## config.mk

```make
export PLATFORM = sky130hd
export DESIGN_NAME = param_regfile_flat
export DESIGN_NICKNAME = d
export VERILOG_FILES = /design/src/rtl/param_regfile_pkg.sv /design/src/rtl/param_regfile_if.sv /design/src/rtl/param_regfile_clr_seq.sv /design/src/rtl/param_regfile.sv /design/src/flat_wrapper.sv
export SDC_FILE = /design/constraint.sdc
export NUM_CORES = 1
export LEC_CHECK = 0
export ABC_CLOCK_PERIOD_IN_PS = 5900
export CAP_MARGIN = 30
export CORE_UTILIZATION = 55
export DETAILED_ROUTE_END_ITERATION = 8
export DONT_BUFFER_PORTS = 1
export PLACE_DENSITY_LB_ADDON = 0.2
export RECOVER_POWER = 100
export SYNTH_ARGS = -nofsm -noshare
export SYNTH_HDL_FRONTEND = slang
export SYNTH_SLANG_ARGS = --single-unit
```

## constraint.sdc

```tcl
create_clock -name clk -period 5.9 [get_ports clk]
set_input_delay 0.295 -clock clk [delete_from_list [all_inputs] [get_ports clk]]
set_output_delay 0.295 -clock clk [all_outputs]
set_load 0.005 [all_outputs]
```

## src/rtl/param_regfile_pkg.sv

```systemverilog
// rtl/param_regfile_pkg.sv - shared types, default parameters and helpers for param_regfile
package param_regfile_pkg;

  typedef enum logic {CLEAR = 1'b0, READY = 1'b1} rf_state_e;

  localparam int DEF_DATA_W   = 32;
  localparam int DEF_DEPTH    = 32;
  localparam int DEF_NUM_RD   = 2;
  localparam int DEF_ZERO_REG = 1;

  // True when addr names a real entry; only matters for non-power-of-two depths.
  function automatic logic rf_addr_ok(input logic [31:0] addr, input logic [31:0] depth);
    return addr < depth;
  endfunction

endpackage

```

## src/rtl/param_regfile_if.sv

```systemverilog
// rtl/param_regfile_if.sv - write, clear-request and read-port bus of param_regfile
interface param_regfile_if #(
  parameter int DATA_W = 32,
  parameter int ADDR_W = 5,
  parameter int NUM_RD = 2
) ();

  logic                     clr_req;
  logic                     we;
  logic [ADDR_W-1:0]        waddr;
  logic [DATA_W-1:0]        wdata;
  logic [NUM_RD*ADDR_W-1:0] raddr;
  logic [NUM_RD*DATA_W-1:0] rdata;
  logic                     busy;
  logic                     wr_drop;

  modport master (
    output clr_req, we, waddr, wdata, raddr,
    input  rdata, busy, wr_drop
  );

  modport slave (
    input  clr_req, we, waddr, wdata, raddr,
    output rdata, busy, wr_drop
  );

endinterface

```

## src/rtl/param_regfile_clr_seq.sv

```systemverilog
// rtl/param_regfile_clr_seq.sv - clear sequencer: zeroes one entry per cycle after reset or on request
module param_regfile_clr_seq
  import param_regfile_pkg::*;
#(
  parameter int DEPTH  = DEF_DEPTH,
  parameter int ADDR_W = $clog2(DEPTH)
) (
  input  logic              clk,
  input  logic              rst,
  input  logic              clr_req,
  output logic              busy,
  output logic              clr_we,
  output logic [ADDR_W-1:0] clr_addr
);

  localparam logic [ADDR_W-1:0] LAST_IDX = ADDR_W'(DEPTH - 1);

  rf_state_e         state, state_next;
  logic [ADDR_W-1:0] clr_idx, clr_idx_next;

  // State and index registers; reset always restarts a full clear from entry 0.
  always_ff @(posedge clk) begin
    if (rst) begin
      state   <= CLEAR;
      clr_idx <= '0;
    end else begin
      state   <= state_next;
      clr_idx <= clr_idx_next;
    end
  end

  // Walk the index through every entry, then idle until a clear is requested.
  always_comb begin
    state_next   = state;
    clr_idx_next = clr_idx;
    case (state)
      CLEAR: begin
        if (clr_idx == LAST_IDX) begin
          state_next   = READY;
          clr_idx_next = '0;
        end else begin
          clr_idx_next = clr_idx + ADDR_W'(1);
        end
      end
      READY: begin
        if (clr_req) begin
          state_next   = CLEAR;
          clr_idx_next = '0;
        end
      end
      default: state_next = CLEAR;
    endcase
  end

  assign busy     = (state == CLEAR);
  assign clr_we   = busy;
  assign clr_addr = clr_idx;

endmodule

```

## src/rtl/param_regfile.sv

```systemverilog
// rtl/param_regfile.sv - multi-read-port register file with clear engine; PARAM_REGFILE_BYPASS_EN enables write-to-read forwarding
module param_regfile
  import param_regfile_pkg::*;
#(
  parameter int DATA_W   = DEF_DATA_W,
  parameter int DEPTH    = DEF_DEPTH,
  parameter int ADDR_W   = $clog2(DEPTH),
  parameter int NUM_RD   = DEF_NUM_RD,
  parameter int ZERO_REG = DEF_ZERO_REG
) (
  input logic           clk,
  input logic           rst,
  param_regfile_if.slave bus
);

  logic                     busy;
  logic                     clr_we;
  logic [ADDR_W-1:0]        clr_addr;
  logic                     wr_legal;
  logic                     wr_commit;
  logic                     wr_drop;
  logic [NUM_RD*DATA_W-1:0] rdata_all;
  logic [DATA_W-1:0]        mem [DEPTH];

  param_regfile_clr_seq #(
    .DEPTH  (DEPTH),
    .ADDR_W (ADDR_W)
  ) u_clr_seq (
    .clk      (clk),
    .rst      (rst),
    .clr_req  (bus.clr_req),
    .busy     (busy),
    .clr_we   (clr_we),
    .clr_addr (clr_addr)
  );

  assign wr_legal  = rf_addr_ok(32'(bus.waddr), 32'(DEPTH))
                   && !((ZERO_REG != 0) && (bus.waddr == '0));
  assign wr_commit = bus.we && !busy && wr_legal && !rst;

  // Storage: the clear engine owns the write port while busy; reset suppresses both writers.
  always_ff @(posedge clk) begin
    if (!rst && clr_we) begin
      mem[clr_addr] <= '0;
    end else if (wr_commit) begin
      mem[bus.waddr] <= bus.wdata;
    end
  end

  // Flag any requested write that did not reach the array.
  always_ff @(posedge clk) begin
    if (rst) begin
      wr_drop <= 1'b0;
    end else begin
      wr_drop <= bus.we && !(wr_legal && !busy);
    end
  end

  for (genvar k = 0; k < NUM_RD; k++) begin : g_rd
    logic [ADDR_W-1:0] ra;
    logic [DATA_W-1:0] rd;

    assign ra = bus.raddr[k*ADDR_W +: ADDR_W];

    // Read port: busy / zero-entry / out-of-range force 0, then optional forwarding, then the array.
    always_comb begin
      rd = '0;
      if (!(busy || !rf_addr_ok(32'(ra), 32'(DEPTH)) || ((ZERO_REG != 0) && (ra == '0)))) begin
`ifdef PARAM_REGFILE_BYPASS_EN
        if (wr_commit && (ra == bus.waddr)) begin
          rd = bus.wdata;
        end else begin
          rd = mem[ra];
        end
`else
        rd = mem[ra];
`endif
      end
    end

    assign rdata_all[k*DATA_W +: DATA_W] = rd;
  end

  assign bus.rdata   = rdata_all;
  assign bus.busy    = busy;
  assign bus.wr_drop = wr_drop;

endmodule
```

## src/flat_wrapper.sv

```systemverilog
// flat-port wrapper written by rule: the top's interface ports become plain ports
module param_regfile_flat import param_regfile_pkg::*;
#(
  parameter int DATA_W   = DEF_DATA_W,
  parameter int DEPTH    = DEF_DEPTH,
  parameter int ADDR_W   = $clog2(DEPTH),
  parameter int NUM_RD   = DEF_NUM_RD,
  parameter int ZERO_REG = DEF_ZERO_REG
)
  (clk, rst, bus_clr_req, bus_we, bus_waddr, bus_wdata, bus_raddr, bus_rdata, bus_busy, bus_wr_drop);
  param_regfile_if #(.DATA_W(DATA_W), .ADDR_W(ADDR_W), .NUM_RD(NUM_RD)) bus_i ();
  input logic clk;
  input logic rst;
  input wire logic [$bits(bus_i.clr_req)-1:0] bus_clr_req;
  input wire logic [$bits(bus_i.we)-1:0] bus_we;
  input wire logic [$bits(bus_i.waddr)-1:0] bus_waddr;
  input wire logic [$bits(bus_i.wdata)-1:0] bus_wdata;
  input wire logic [$bits(bus_i.raddr)-1:0] bus_raddr;
  output wire logic [$bits(bus_i.rdata)-1:0] bus_rdata;
  output wire logic [$bits(bus_i.busy)-1:0] bus_busy;
  output wire logic [$bits(bus_i.wr_drop)-1:0] bus_wr_drop;
  assign bus_i.clr_req = bus_clr_req;
  assign bus_i.we = bus_we;
  assign bus_i.waddr = bus_waddr;
  assign bus_i.wdata = bus_wdata;
  assign bus_i.raddr = bus_raddr;
  assign bus_rdata = bus_i.rdata;
  assign bus_busy = bus_i.busy;
  assign bus_wr_drop = bus_i.wr_drop;
  param_regfile #(.DATA_W(DATA_W), .DEPTH(DEPTH), .ADDR_W(ADDR_W), .NUM_RD(NUM_RD), .ZERO_REG(ZERO_REG)) u_core (.clk(clk), .rst(rst), .bus(bus_i));
endmodule
```

==> metrics.yaml <==
critical_path:
  critPathArrivalTime_ns: 5.06
  cp-start-kind: "register"
  path_max_fanout: 37
  cp.required_ns: 6.12
  worstSetupPathType: "register to register"
  end_kind: "register"
  worstRegToRegCells: 5
  critPathSlowestCell: "clkbuf_1"
  cpPeakStageDelay_ns: 2.04
  cp_cell_sequence: "o311a_2 > buf_4 > mux2_2 > nor3_2 > clkbuf_1"
timing:
  rsz0062_at_grt: "no"
  drv_slew: 553
  post-route-period-util: 0.822
  fin_worst_skew_ns: 0.0207
  maxSlewHeadroom: -0.919
  fin_hold_ws_ns: 0.0215
  fmax_mhz: 206
  finalHoldViolations: 0
  worst_pin_slew_ns: 2.88
  tns_ns: 0
  fin_crit_ns: 4.85
  finalSetupViolCount: 0
synthesis:
  syn_inst: 2498
  synth_compound_area_frac: 0.0379
  synthTopCellsByArea: "edfxtp_1 (63%), mux4_2 (21%), mux2i_1 (5.9%)"
  synth-adder-area-share: 0.000516
  ys_seq_area_frac: 0.637
  async_flop_share: 0
  synth_xor_area_frac: 0
  synth_top_cell_area_share: 0.634
  yosys.area_share.simple: 0.0278
  synthDistinctLibCells: 53
  yosysTopAreaCell: "edfxtp_1"
  synth_nets: 2551
  ys_seq_elements: 1031
  yosys_most_used_dff: "edfxtp_1"
  synth_area_mm2: 0.0485
  yosys_warnings: 0
  synth_mux_area_frac: 0.274
  syn_area_per_cell_um2: 19.4
  synth-edff-count: 1024
  synth_top_family_by_area: "multiplexers"
drt:
  dr_total_vias: 27220
  vias_per_cell: 7.26
  dr.pass1.iters: 6
  ant_nets: 0
  routedWlPerCell_um: 35.7
  drc: 0
  wirelength_um: 134000
  drt_iter0_markers: 4117
power:
  peakVddDrop_mv: 0.245
  power_density_mw_per_mm2: 289
  p_leak_nw: 15.4
outcome:
  outcome: "finished with violations"
  violations: "capacitance limit, slew limit"
final_layout:
  drive_above_1_share: 0.279
  fill_cells: 6099
  final_nets: 2549
  syn2layout_area_growth_pct: 9.42
global_routing:
  antenna_found_initial: 12
  gr-max-usage-layer: "met2"
  grt_pass1_wl_um: 192000
  use_met3: 0.0680
  grt_usage: 0.301
  grt_use_met2: 0.453
  use_met1: 0.447
  grt_max_degree: 300
  gr-total-overflow: 0
  grt_pass1_vias: 26937
floorplan:
  die_w_um: 299
  num_io_pins: 117
  start_util: 0.557
  core_mm2: 0.0870
  dieArea_mm2: 0.0893
  num_rows: 108
  dieHeight_um: 299
clocking:
  htreeDepth: 3
  ctsRootBufferMaster: "clkbuf_16"
  worstSkewPairLatency_ns: 0.67
  cts_hold_buf: 7
  cts_sinks: 1031
  cts_tree: "built"
  clk_path_buf_depth: 3
  path_clk_slew_ns: 0.07
  numCtsBuffers: 103
  post_cts_buffers: 0
  post_cts_resize_count: 0
job:
  drv_cap: 22
placement:
  dp_hpwl_um: 78300
  io_buffers: 0
  gp_congestion: 0.898
min_path:
  hold_depth: 1
  hp-class: "primary input to register"
-- path summary, 6_finish.rpt --
kind | startpoint | end | slack [ns]
setup reg to reg | u_core.u_clr_seq.state | u_core.mem[31][13] | 1.05
hold / removal | bus_wdata[7] | u_core.mem[6][7] | 0.02
setup / recovery | u_core.u_clr_seq.state | u_core.mem[31][13] | 1.05
hold reg to reg | u_core.u_clr_seq.clr_addr[3] | u_core.u_clr_seq.clr_addr[3] | 0.63
-- state kept, by name, indices dropped and copies added (netlist names) --
signal,count
u_core.bus.wr_drop,1
u_core.mem,1024
u_core.u_clr_seq.clr_addr,5
u_core.u_clr_seq.state,1
-- synth_stat cells, drive strengths merged (5+ instances only) --
| library cell | count |
|---|---|
| a211o | 21 |
| and2 | 37 |
| or2 | 24 |
| o22a | 27 |
| o221ai | 35 |
| a211oi | 11 |
| buf | 131 |
| nand2 | 39 |
| mux2i | 288 |
| clkbuf | 65 |
| nand3 | 37 |
| dfxtp | 7 |
| a21oi | 27 |
| mux2 | 33 |
| a31oi | 22 |
| o22ai | 31 |
| mux4 | 446 |
| a22oi | 49 |
| edfxtp | 1024 |
| nor3 | 30 |
| nor2b | 23 |
| nand4 | 8 |
| inv | 5 |
| nor2 | 34 |
-- metal layers --
layer / up-vias / wire (um) / part of all wire
met5: - / 12 / 0.000090
met4: 2 / 3240 / 0.024
met3: 191 / 15500 / 0.12
met2: 1722 / 62000 / 0.46
met1: 14551 / 52900 / 0.40
li1: 10754 / - / -
-- where the power goes --
part / leakage, nW / internal, W / total [W] / switching, W
sequential: 8.20 / 0.00799 / 0.00802 / 0.0000268
combinational: 5.52 / 0.000345 / 0.000570 / 0.000225
clock: 1.71 / 0.00396 / 0.00674 / 0.00278
-- cell families (layout without fill, tap and decap cells) --
group / after synthesis / count (layout)
muxes: 767 / 767
adders and majority gates: 2 / 2
DFF: 1031 / 1031
buffers and inverters: 201 / 288
other: 0 / 8
and+or+nand+nor: 253 / 253
AOI/OAI and AO/OA: 244 / 244
-- cells in the final DEF (no fill, tap or decap), types with 8 or more instances in the layout --
cell / count
nand4_1: 8
nand2_1: 39
o22ai_1: 31
nand3_1: 36
clkbuf_2: 8
clkbuf_1: 66
a211oi_1: 11
diode_2: 8
edfxtp_1: 1024
clkinv_2: 28
a211o_1: 21
or2_2: 22
nor3_1: 18
nor2b_1: 19
bufinv_16: 15
o22a_1: 27
o221ai_1: 35
and2_0: 33
a31oi_1: 22
a21oi_1: 27
mux2i_1: 288
buf_4: 17
clkinv_1: 22
mux4_2: 446
nor2_1: 24
nor2_4: 9
nor3_2: 12
clkbuf_16: 107
a22oi_1: 49
mux2_2: 32
-- layout make-up --
type / count / area (um^2) / area share
Inverter: 5 / 18.8 / 0.000354
Sequential cell: 1031 / 30900 / 0.582
Tap cell: 1155 / 1450 / 0.0272
Multi-Input combinational cell: 1266 / 16600 / 0.314
Antenna cell: 8 / 20.0 / 0.000377
Clock buffer: 122 / 2730 / 0.0515
Clock inverter: 72 / 731 / 0.0138
Timing Repair Buffer: 89 / 559 / 0.0105
-- critical path, delay by kind of cell (launching register included) --
kind	cells	cell delay [ns]
flops	1	0.74
compound gates	1	0.37
simple gates	1	0.16
buf+inv	2	2.57
mux	1	0.48
-- through the flow --
step | util | cells | area, um^2 | setup slack, ns | total power [W]
3_5_place_dp | 0.576 | 3534 | 50100 | 2.33 | 0.00873
2_1_floorplan | - | 2498 | 48500 | 1.69 | 0.00880
5_1_grt | 0.609 | 3745 | 53000 | 1.01 | 0.0156
4_1_cts | 0.617 | 3735 | 53700 | 2.12 | 0.0154
3_3_place_gp | 0.568 | 3503 | 49500 | 2.42 | 0.00872
6_report | 0.609 | 3748 | 53000 | 1.05 | 0.0153
No activity file was read; power rests on OpenSTA's default activity.
